===== src/rtl/mem_arb_pkg.sv =====
// -----------------------------------------------------------------------------
// mem_arb_pkg
// Shared definitions for the three-master memory-port arbiter:
//   - arb_state_e : FSM state encoding (IDLE, BUSY, DRAIN)
//   - M1/M2/M3    : master bit indices in req/done/gnt
//   - ACC_*       : owner codes driven on accmodule
//   - pick()      : fixed-priority M1, round-robin M2/M3 selection
//   - acc_code()  : one-hot grant to owner code
// -----------------------------------------------------------------------------
package mem_arb_pkg;

    typedef enum logic [1:0] {
        IDLE  = 2'd0,
        BUSY  = 2'd1,
        DRAIN = 2'd2
    } arb_state_e;

    localparam int M1 = 0;
    localparam int M2 = 1;
    localparam int M3 = 2;

    localparam logic [1:0] ACC_NONE = 2'd0;
    localparam logic [1:0] ACC_M1   = 2'd1;
    localparam logic [1:0] ACC_M2   = 2'd2;
    localparam logic [1:0] ACC_M3   = 2'd3;

    // rr_m3 = 1 means M3 wins the next M2/M3 contention.
    function automatic logic [2:0] pick(input logic [2:0] r, input logic rr_m3);
        logic [2:0] g;
        g = 3'b000;
        if (r[M1]) begin
            g = 3'b001;
        end else if (r[M2] && r[M3]) begin
            g = rr_m3 ? 3'b100 : 3'b010;
        end else if (r[M2]) begin
            g = 3'b010;
        end else if (r[M3]) begin
            g = 3'b100;
        end else begin
            g = 3'b000;
        end
        return g;
    endfunction

    function automatic logic [1:0] acc_code(input logic [2:0] g);
        logic [1:0] c;
        case (g)
            3'b001:  c = ACC_M1;
            3'b010:  c = ACC_M2;
            3'b100:  c = ACC_M3;
            default: c = ACC_NONE;
        endcase
        return c;
    endfunction

endpackage


===== src/rtl/mem_arb_sat_cnt.sv =====
// -----------------------------------------------------------------------------
// mem_arb_sat_cnt
// Saturating up-counter: sticks at all-ones instead of wrapping.
// Ports:
//   clk   in  1      clock
//   reset in  1      asynchronous active-high clear
//   inc   in  1      increment request
//   clear in  1      synchronous clear
//   q     out CNT_W  count
// -----------------------------------------------------------------------------
module mem_arb_sat_cnt #(
    parameter int CNT_W = 16
) (
    input  logic             clk,
    input  logic             reset,
    input  logic             inc,
    input  logic             clear,
    output logic [CNT_W-1:0] q
);

    localparam logic [CNT_W-1:0] CNT_ONE = {{(CNT_W-1){1'b0}}, 1'b1};
    localparam logic [CNT_W-1:0] CNT_MAX = {CNT_W{1'b1}};

    // Count register with saturation at all-ones.
    always_ff @(posedge clk or posedge reset) begin
        if (reset) begin
            q <= {CNT_W{1'b0}};
        end else if (clear) begin
            q <= {CNT_W{1'b0}};
        end else if (inc && (q != CNT_MAX)) begin
            q <= q + CNT_ONE;
        end else begin
            q <= q;
        end
    end

endmodule


===== src/rtl/mem_share_arbiter.sv =====
// -----------------------------------------------------------------------------
// mem_share_arbiter
// Shares one memory port between M1 (urgent, preempting after MIN_HOLD cycles
// of an M2/M3 tenure) and M2/M3 (round-robin). All outputs are registered.
// Optional feature macro: MEM_ARB_TIMEOUT_EN (MAX_HOLD tenure timeout with
// one-shot masking of the timed-out master and the nb_timeouts counter).
// Ports:
//   clk           in  1      clock
//   reset         in  1      asynchronous active-high reset
//   req           in  3      level requests, bit0=M1 bit1=M2 bit2=M3
//   done          in  3      end-of-access, only the owner's bit matters
//   gnt           out 3      one-hot grant (zero when no owner)
//   accmodule     out 2      owner code 0 none / 1 M1 / 2 M2 / 3 M3
//   arb_state     out 2      0 IDLE / 1 BUSY / 2 DRAIN
//   nb_interrupts out CNT_W  saturating preemption count
//   nb_timeouts   out CNT_W  saturating timeout count (0 without feature)
// -----------------------------------------------------------------------------
module mem_share_arbiter
    import mem_arb_pkg::*;
#(
    parameter int MIN_HOLD = 2,
    parameter int MAX_HOLD = 8,
    parameter int CNT_W    = 16
) (
    input  logic             clk,
    input  logic             reset,
    input  logic [2:0]       req,
    input  logic [2:0]       done,
    output logic [2:0]       gnt,
    output logic [1:0]       accmodule,
    output logic [1:0]       arb_state,
    output logic [CNT_W-1:0] nb_interrupts,
    output logic [CNT_W-1:0] nb_timeouts
);

    localparam int HOLD_W = $clog2(MAX_HOLD + 1);
    localparam logic [HOLD_W-1:0] HOLD_ONE = HOLD_W'(1);
    localparam logic [HOLD_W-1:0] MIN_HOLD_V = HOLD_W'(MIN_HOLD);
`ifdef MEM_ARB_TIMEOUT_EN
    localparam logic [HOLD_W-1:0] MAX_HOLD_V = HOLD_W'(MAX_HOLD);
    localparam logic [HOLD_W-1:0] HOLD_SAT = MAX_HOLD_V;
`else
    localparam logic [HOLD_W-1:0] HOLD_SAT = MIN_HOLD_V;
`endif

    arb_state_e        state_r, state_s;
    logic [2:0]        gnt_r, gnt_s;
    logic [1:0]        acc_r;
    logic [HOLD_W-1:0] hold_r, hold_s;
    logic              rr_r, rr_s;
    logic [2:0]        avail_s;
    logic [2:0]        pick_avail_s;
    logic [2:0]        pick_rel_s;
    logic              release_s;
    logic              inc_int_s;
    logic              inc_to_s;
`ifdef MEM_ARB_TIMEOUT_EN
    logic [2:0]        mask_r, mask_s;
`endif

`ifdef MEM_ARB_TIMEOUT_EN
    assign avail_s = req & ~mask_r;
`else
    assign avail_s = req;
`endif
    // On release the owner's own bit is excluded so a lingering req cannot re-win.
    assign pick_avail_s = pick(avail_s, rr_r);
    assign pick_rel_s   = pick(req & ~gnt_r, rr_r);
    assign release_s    = (|(done & gnt_r)) || !(|(req & gnt_r));

    // Next-state, next-grant and counter-increment decode.
    always_comb begin
        state_s   = state_r;
        gnt_s     = gnt_r;
        hold_s    = hold_r;
        inc_int_s = 1'b0;
        inc_to_s  = 1'b0;
`ifdef MEM_ARB_TIMEOUT_EN
        mask_s    = mask_r;
`endif
        case (state_r)
            IDLE: begin
`ifdef MEM_ARB_TIMEOUT_EN
                mask_s = 3'b000;
`endif
                if (pick_avail_s != 3'b000) begin
                    state_s = BUSY;
                    gnt_s   = pick_avail_s;
                    hold_s  = HOLD_ONE;
                end else begin
                    state_s = IDLE;
                    gnt_s   = 3'b000;
                    hold_s  = {HOLD_W{1'b0}};
                end
            end
            BUSY: begin
                if (release_s) begin
                    if (pick_rel_s != 3'b000) begin
                        state_s = BUSY;
                        gnt_s   = pick_rel_s;
                        hold_s  = HOLD_ONE;
                    end else begin
                        state_s = IDLE;
                        gnt_s   = 3'b000;
                        hold_s  = {HOLD_W{1'b0}};
                    end
                end else if (!gnt_r[M1] && req[M1] && (hold_r >= MIN_HOLD_V)) begin
                    state_s   = DRAIN;
                    gnt_s     = 3'b000;
                    hold_s    = {HOLD_W{1'b0}};
                    inc_int_s = 1'b1;
`ifdef MEM_ARB_TIMEOUT_EN
                end else if (hold_r == MAX_HOLD_V) begin
                    state_s  = DRAIN;
                    gnt_s    = 3'b000;
                    hold_s   = {HOLD_W{1'b0}};
                    mask_s   = gnt_r;
                    inc_to_s = 1'b1;
`endif
                end else if (hold_r < HOLD_SAT) begin
                    hold_s = hold_r + HOLD_ONE;
                end else begin
                    hold_s = hold_r;
                end
            end
            DRAIN: begin
`ifdef MEM_ARB_TIMEOUT_EN
                mask_s = 3'b000;
`endif
                if (pick_avail_s != 3'b000) begin
                    state_s = BUSY;
                    gnt_s   = pick_avail_s;
                    hold_s  = HOLD_ONE;
                end else begin
                    state_s = IDLE;
                    gnt_s   = 3'b000;
                    hold_s  = {HOLD_W{1'b0}};
                end
            end
            default: begin
                state_s = IDLE;
                gnt_s   = 3'b000;
                hold_s  = {HOLD_W{1'b0}};
            end
        endcase
    end

    // Granting M2 hands the next contention to M3 and vice versa; otherwise hold.
    always_comb begin
        if (gnt_s[M2]) begin
            rr_s = 1'b1;
        end else if (gnt_s[M3]) begin
            rr_s = 1'b0;
        end else begin
            rr_s = rr_r;
        end
    end

    // Arbiter state registers; accmodule is registered from the same next grant.
    always_ff @(posedge clk or posedge reset) begin
        if (reset) begin
            state_r <= IDLE;
            gnt_r   <= 3'b000;
            acc_r   <= ACC_NONE;
            hold_r  <= {HOLD_W{1'b0}};
            rr_r    <= 1'b0;
        end else begin
            state_r <= state_s;
            gnt_r   <= gnt_s;
            acc_r   <= acc_code(gnt_s);
            hold_r  <= hold_s;
            rr_r    <= rr_s;
        end
    end

`ifdef MEM_ARB_TIMEOUT_EN
    // Timed-out master mask, live only across the DRAIN cycle.
    always_ff @(posedge clk or posedge reset) begin
        if (reset) begin
            mask_r <= 3'b000;
        end else begin
            mask_r <= mask_s;
        end
    end
`endif

    mem_arb_sat_cnt #(.CNT_W(CNT_W)) u_int_cnt (
        .clk   (clk),
        .reset (reset),
        .inc   (inc_int_s),
        .clear (1'b0),
        .q     (nb_interrupts)
    );

    mem_arb_sat_cnt #(.CNT_W(CNT_W)) u_to_cnt (
        .clk   (clk),
        .reset (reset),
        .inc   (inc_to_s),
        .clear (1'b0),
        .q     (nb_timeouts)
    );

    assign gnt       = gnt_r;
    assign accmodule = acc_r;
    assign arb_state = state_r;

endmodule


===== config.mk =====
export PLATFORM = sky130hd
export DESIGN_NAME = mem_share_arbiter
export DESIGN_NICKNAME = d
export VERILOG_FILES = /design/src/rtl/mem_arb_pkg.sv /design/src/rtl/mem_arb_sat_cnt.sv /design/src/rtl/mem_share_arbiter.sv
export SDC_FILE = /design/constraint.sdc
export NUM_CORES = 1
export LEC_CHECK = 0
export ABC_AREA = 1
export BUFFER_PORTS_ARGS = -buffer_cell sky130_fd_sc_hd__buf_2
export CORE_MARGIN = 4
export CORE_UTILIZATION = 40
export CTS_BUF_LIST = sky130_fd_sc_hd__clkbuf_4
export CTS_CLUSTER_DIAMETER = 40
export DETAILED_ROUTE_END_ITERATION = 8
export PLACE_DENSITY_LB_ADDON = 0.15
export SLEW_MARGIN = 10
export SYNTH_ARGS = -nofsm -noshare
export SYNTH_HDL_FRONTEND = slang
export SYNTH_SLANG_ARGS = --single-unit
export TNS_END_PERCENT = 30

===== constraint.sdc =====
create_clock -name clk -period 2 [get_ports clk]
set_input_delay 0 -clock clk [delete_from_list [all_inputs] [get_ports clk]]
set_output_delay 0 -clock clk [all_outputs]
set_load 0.02 [all_outputs]

==> impl_metrics.env, run 1 <==
export IMPL_drc=0
export IMPL_synth_cell_types=31
export IMPL_dp_slack_ns=0.221
export IMPL_syn_area_sq_um=1870
export IMPL_ant_nets=0
export IMPL_rows=24
export IMPL_synth_fa_ha_area_share_pct=2.01
export IMPL_synthCells=251
export IMPL_synth_edff_count=0
export IMPL_worst_skew_pair_late_latency_ns=0.33
export IMPL_vias=1585
export IMPL_synth_top_family_by_area="simple AND/OR/NAND/NOR gates"
export IMPL_cpMaxStageDelayCell="dfrtp_1"
export IMPL_cts_tree="yes"
export IMPL_initial_core_util_pct=42.1
export IMPL_synthMuxAreaShare_pct=0
export IMPL_setup_viol=0
export IMPL_place_congestion=0.831
export IMPL_setup_worst_path_class="reg -> reg"
export IMPL_antenna_found_initial=0
export IMPL_ys_flop_type="dfrtp_1"
export IMPL_nets=298
export IMPL_synthToLayoutAreaGrowth_pct=9.77
export IMPL_drive_gt1_share_pct=19.3
export IMPL_fill_cells=478
export IMPL_syn_area_per_cell_sq_um=7.45
export IMPL_power_density_nw_per_um2=1050
export IMPL_postLayoutCellArea_sq_um=2050
export IMPL_hpwl_um=3070
export IMPL_ys_seq_elements=28
export IMPL_clock_path_buffers=2
export IMPL_register_area_sq_um=701
export IMPL_synth_top_area_share_pct=37.5
export IMPL_rsz0062_at_grt="no"
export IMPL_cap_violations=0
export IMPL_wl_um=4000
export IMPL_die_width_um=76.4
export IMPL_ys_warn_count=0
export IMPL_synth_compound_area_share_pct=5.42
export IMPL_first_pass_iters=4
export IMPL_cp_slowest_stage_delay_ns=0.44
export IMPL_multi_input_area_sq_um=940
export IMPL_peakVddDrop_mv=0.438
export IMPL_grt_overflow=0
export IMPL_die_y_um=76.4
export IMPL_antennaDiodeCount=0
export IMPL_ys_top_cells_by_count="nand2_1, inv_1, dfrtp_1"
export IMPL_synth_simple_area_share_pct=34.0
export IMPL_track_usage_pct=14.1
export IMPL_r2r_setup_slack_ns=0.19
export IMPL_async_flop_share_pct=100
export IMPL_clock_root_buffer="clkbuf_4"
export IMPL_cp_end_kind="flip-flop"
export IMPL_vias_per_cell=4.70
export IMPL_crit_arrival_ns=2.04
export IMPL_p_leak_nw=1.12
export IMPL_tns_ns=0
export IMPL_cp_cell_sequence="ha_1 -> inv_1 -> nor3_4 -> inv_2 -> nor2_4 -> nand3_2 -> nand2_4 -> inv_6 -> nand2_1 -> o21ai_0"
export IMPL_worstPathRequired_ns=2.23
export IMPL_grt_pass1_wl_um=6810
export IMPL_place_area_sq_um=2000
export IMPL_grt_pass1_vias=1478
export IMPL_period_minus_slack_ns=1.81
export IMPL_setup_slack_ns=0.194
export IMPL_cts_sinks=28
export IMPL_min_path_type="in -> reg"
export IMPL_cts_htree_levels=1
export IMPL_synth_most_common_cell="nand2_1"
export IMPL_grt_max_degree=29
export IMPL_crit_buf_inv=3
export IMPL_core_area_sq_um=4440
export IMPL_startpoint_type="flip-flop"
export IMPL_hold_viol=0
export IMPL_synth_xor_area_share_pct=5.62
export IMPL_fp_dieArea_sq_um=5830
export IMPL_synthTopCellsByArea="dfrtp_1, nand2_1, buf_4"
export IMPL_wire_per_inst_um=11.9
export IMPL_final_util_pct=46.2
export IMPL_status="finished, final reports clean"
export IMPL_port_buffer_count=30
export IMPL_worst_path_max_fanout=17
export IMPL_ctsResizeCount=0
export IMPL_seq_area_frac_synth_pct=37.5
export IMPL_yosys_area_top_type="dfrtp_1"
export IMPL_dr_first_iter_drc_count=98
export IMPL_crit_family="simple AND/OR/NAND/NOR gates"
export IMPL_cts_clk_slew_worst_paths_ns=0.16
export IMPL_maxSlewViolCount=0
export IMPL_skew_ns=0.00681
export IMPL_max_freq_mhz=554
export IMPL_finalCritPeriodShare_pct=90.3
export IMPL_ios=47
export IMPL_numCtsBuffers=3
## worst register-to-register path, stage by stage, from the launching register on
cell	delay, ns
dfrtp_1	0.44
ha_1	0.25
inv_1	0.10
nor3_4	0.18
inv_2	0.08
nor2_4	0.14
nand3_2	0.10
nand2_4	0.18
inv_6	0.10
nand2_1	0.07
o21ai_0	0.07
## power breakdown
| group | leakage, nW | internal, mW | switching [mW] |
|---|---|---|---|
| Sequential | 0.359 | 0.709 | 0.139 |
| Combinational | 0.743 | 0.344 | 0.714 |
| Clock | 0.0138 | 0.0709 | 0.171 |
## flip-flops by register name, summed over array words and instances (netlist names)
register / cells
accmodule: 2
arb_state: 2
gnt: 3
hold_r: 4
rr_r: 1
u_int_cnt.q: 16
## cells by family after synthesis
logic type               Yosys count
XOR/XNOR                          12
AND/OR/NAND/NOR                  135
other                              1
buffers and inverters             53
AO/OA/AOI/OAI                     19
adder cells (fa/ha/maj)            3
flip-flops                        28
## metrics by stage
step / instances / total power [mW] / hold WS, ns
finish: 337 / 2.15 / 0.0427
global route: 337 / 2.35 / 0.0831
CTS: 336 / 2.16 / 0.0301
detailed placement: 331 / 1.91 / 0.0904
global placement: 331 / 1.90 / 0.0877
floorplan: 266 / 1.66 / 0.0654
## layout make-up
type / count / share of cell area (%)
Clock buffer: 3 / 1.10
Inverter: 35 / 6.77
Multi-Input combinational cell: 185 / 45.8
Sequential cell: 28 / 34.1
Tap cell: 52 / 3.17
Timing Repair Buffer: 34 / 9.02
## layer usage
metal,GRT usage (%),share of wire [%]
met3,2.13,6.0
met1,19.9,50
met2,22.3,44
met4,3.80,0.80
met5,0,0
## layout by cell type, fill, tap and decap left out, types with 4 or more instances in the layout
master	netlist	layout
nand3_1	19	19
buf_2	0	30
a21oi_1	5	5
nor3_1	5	5
xor2_1	5	5
conb_1	1	16
dfrtp_1	28	28
inv_1	30	30
nand4_1	4	4
nor2_1	17	17
xnor2_1	7	7
nand2_1	75	75
o21ai_0	10	10
## path summary, 6_finish.rpt
check	from	end	cells after the start
min in group asynchronous	reset	u_int_cnt.q[12]$_DFFE_PP0P_	4
setup / recovery	u_int_cnt.q[1]$_DFFE_PP0P_	u_int_cnt.q[3]$_DFFE_PP0P_	10
hold reg to reg	hold_r[3]$_DFFE_PP0P_	hold_r[3]$_DFFE_PP0P_	2
hold / removal	req[2]	gnt[1]$_DFF_PP0_	4
setup reg to reg	u_int_cnt.q[1]$_DFFE_PP0P_	u_int_cnt.q[3]$_DFFE_PP0P_	10
max in group asynchronous	reset	hold_r[3]$_DFFE_PP0P_	4
## what timing repair did
item,CTS,global route
endpoints found under the hold margin,29,0
endpoints found under the setup margin,0,1
hold buffers,2,0
buffers inserted,0,1
No activity file was read; power rests on OpenSTA's default activity.
==> run 2, diff against run 1 <==
Settings changed: BUFFER_PORTS_ARGS -buffer_cell sky130_fd_sc_hd__buf_2 to -buffer_cell sky130_fd_sc_hd__buf_4.
==> impl_metrics.env, run 2 (synthesis gave the netlist of run 1 again) <==
export IMPL_status="finished, final reports clean"
export IMPL_vias_per_cell=4.68
export IMPL_max_flop_register="u_int_cnt.q"
export IMPL_hold_depth=4
export IMPL_grt_max_degree=29
export IMPL_hpwl_um=3000
export IMPL_wire_per_inst_um=11.7
export IMPL_reg2reg_depth=10
export IMPL_reg2reg_to="u_int_cnt.q[3]$_DFFE_PP0P_"
export IMPL_place_congestion=0.835
export IMPL_worstPathRequired_ns=2.22
export IMPL_startpoint_type="flip-flop"
export IMPL_die_y_um=76.4
export IMPL_grt_pass1_wl_um=6660
export IMPL_antennaDiodeCount=0
export IMPL_wl_um=3950
export IMPL_min_path_type="in -> reg"
export IMPL_p_leak_nw=1.13
export IMPL_rows=24
export IMPL_period_minus_slack_ns=1.77
export IMPL_dr_first_iter_drc_count=87
export IMPL_vias=1577
export IMPL_hold_start="req[2]"
export IMPL_nets=297
export IMPL_final_util_pct=47.8
export IMPL_initial_core_util_pct=42.1
export IMPL_synthToLayoutAreaGrowth_pct=13.7
export IMPL_ant_nets=0
export IMPL_worst_skew_pair_late_latency_ns=0.32
export IMPL_fill_cells=457
export IMPL_grt_pass1_vias=1457
export IMPL_clock_path_buffers=2
export IMPL_cts_tree="yes"
export IMPL_cp_end_kind="flip-flop"
export IMPL_port_buffer_count=30
export IMPL_place_area_sq_um=2080
export IMPL_max_freq_mhz=566
export IMPL_postLayoutCellArea_sq_um=2120
export IMPL_finalCritPeriodShare_pct=88.3
export IMPL_numCtsBuffers=3
export IMPL_final_cells=337
export IMPL_drive_gt1_share_pct=19.3
export IMPL_clock_root_buffer="clkbuf_4"
export IMPL_skew_ns=0.00381
export IMPL_track_usage_pct=13.7
export IMPL_cap_violations=0
export IMPL_crit_start="u_int_cnt.q[1]$_DFFE_PP0P_"
export IMPL_power_density_nw_per_um2=1040
export IMPL_fin_hold_ws_ns=0.0282
export IMPL_die_width_um=76.4
export IMPL_layout_commonest_cell="nand2_1"
export IMPL_core_area_sq_um=4440
export IMPL_hold_viol=0
export IMPL_holdPathEnd="gnt[1]$_DFF_PP0_"
export IMPL_worst_path_max_fanout=17
export IMPL_drc=0
export IMPL_fp_dieArea_sq_um=5830
export IMPL_r2r_start="u_int_cnt.q[1]$_DFFE_PP0P_"
export IMPL_ios=47
export IMPL_grt_overflow=0
export IMPL_cts_clk_slew_worst_paths_ns=0.15
export IMPL_r2r_setup_slack_ns=0.23
export IMPL_layout_common_cells="nand2_1, buf_4, inv_1, dfrtp_1, nand3_1"
export IMPL_peakVddDrop_mv=0.409
export IMPL_cts_sinks=28
export IMPL_maxSlewViolCount=0
export IMPL_largest_reg_flops=16
export IMPL_dp_cells=331
export IMPL_setup_worst_path_class="reg -> reg"
export IMPL_crit_arrival_ns=1.98
export IMPL_tns_ns=0
export IMPL_rsz0062_at_grt="no"
export IMPL_antenna_found_initial=0
export IMPL_setup_viol=0
export IMPL_first_pass_iters=4
export IMPL_cts_htree_levels=1
[run 2: worst max-delay path, cell delays in order (launching register included)]
cell,delay [ns]
dfrtp_1,0.44
ha_1,0.25
inv_1,0.10
nor3_4,0.17
inv_2,0.08
nor2_4,0.13
nand3_2,0.09
nand2_4,0.18
inv_6,0.10
nand2_1,0.06
o21ai_0,0.07
[run 2: what timing repair did]
action | CTS | global route
resized for setup | 0 | 1
hold endpoints to repair | 29 | 0
setup buffers | 0 | 0
hold buffers | 2 | 0
endpoints found under the setup margin | 0 | 1
[run 2: routing by layer]
metal / wire length [um] / up-vias / global-route usage (%) / part of all wire [%]
met3: 255 / 2 / 3.55 / 6.4
li1: - / 815 / - / -
met1: 1990 / 712 / 19.7 / 50
met5: 0 / - / 0 / 0
met4: 25 / 0 / 3.44 / 0.63
met2: 1680 / 48 / 20.3 / 43
[run 2: worst max path at each step]
stage                                             to  cells after the start
final                     u_int_cnt.q[3]$_DFFE_PP0P_                     10
after global routing      u_int_cnt.q[6]$_DFFE_PP0P_                      9
after floorplan           u_int_cnt.q[2]$_DFFE_PP0P_                     11
after CTS                 u_int_cnt.q[3]$_DFFE_PP0P_                     10
after global placement    u_int_cnt.q[3]$_DFFE_PP0P_                     10
after detailed placement  u_int_cnt.q[3]$_DFFE_PP0P_                     10
[run 2: power by group]
part,internal [mW],switching [mW],leakage (nW)
logic,0.397,0.711,0.752
clock network,0.0731,0.164,0.0154
registers,0.711,0.149,0.358
total,1.18,1.02,1.13
[run 2: layout make-up]
cell class	instances	area [sq um]	area share, %
clock buffers	3	22.5	1.06
clock inverters	1	3.75	0.177
inverters	35	139	6.54
multi-input cells	185	940	44.2
flip-flops and latches	28	702	33.0
well taps	52	65.1	3.06
repair buffers	33	253	11.9
[run 2: per-stage QoR]
step / setup WS (ns) / power (mW)
4_1_cts: 0.199 / 2.24
2_1_floorplan: 0.234 / 1.66
6_report: 0.235 / 2.20
3_5_place_dp: 0.225 / 1.98
5_1_grt: 0.000587 / 2.40
3_3_place_gp: 0.290 / 1.97
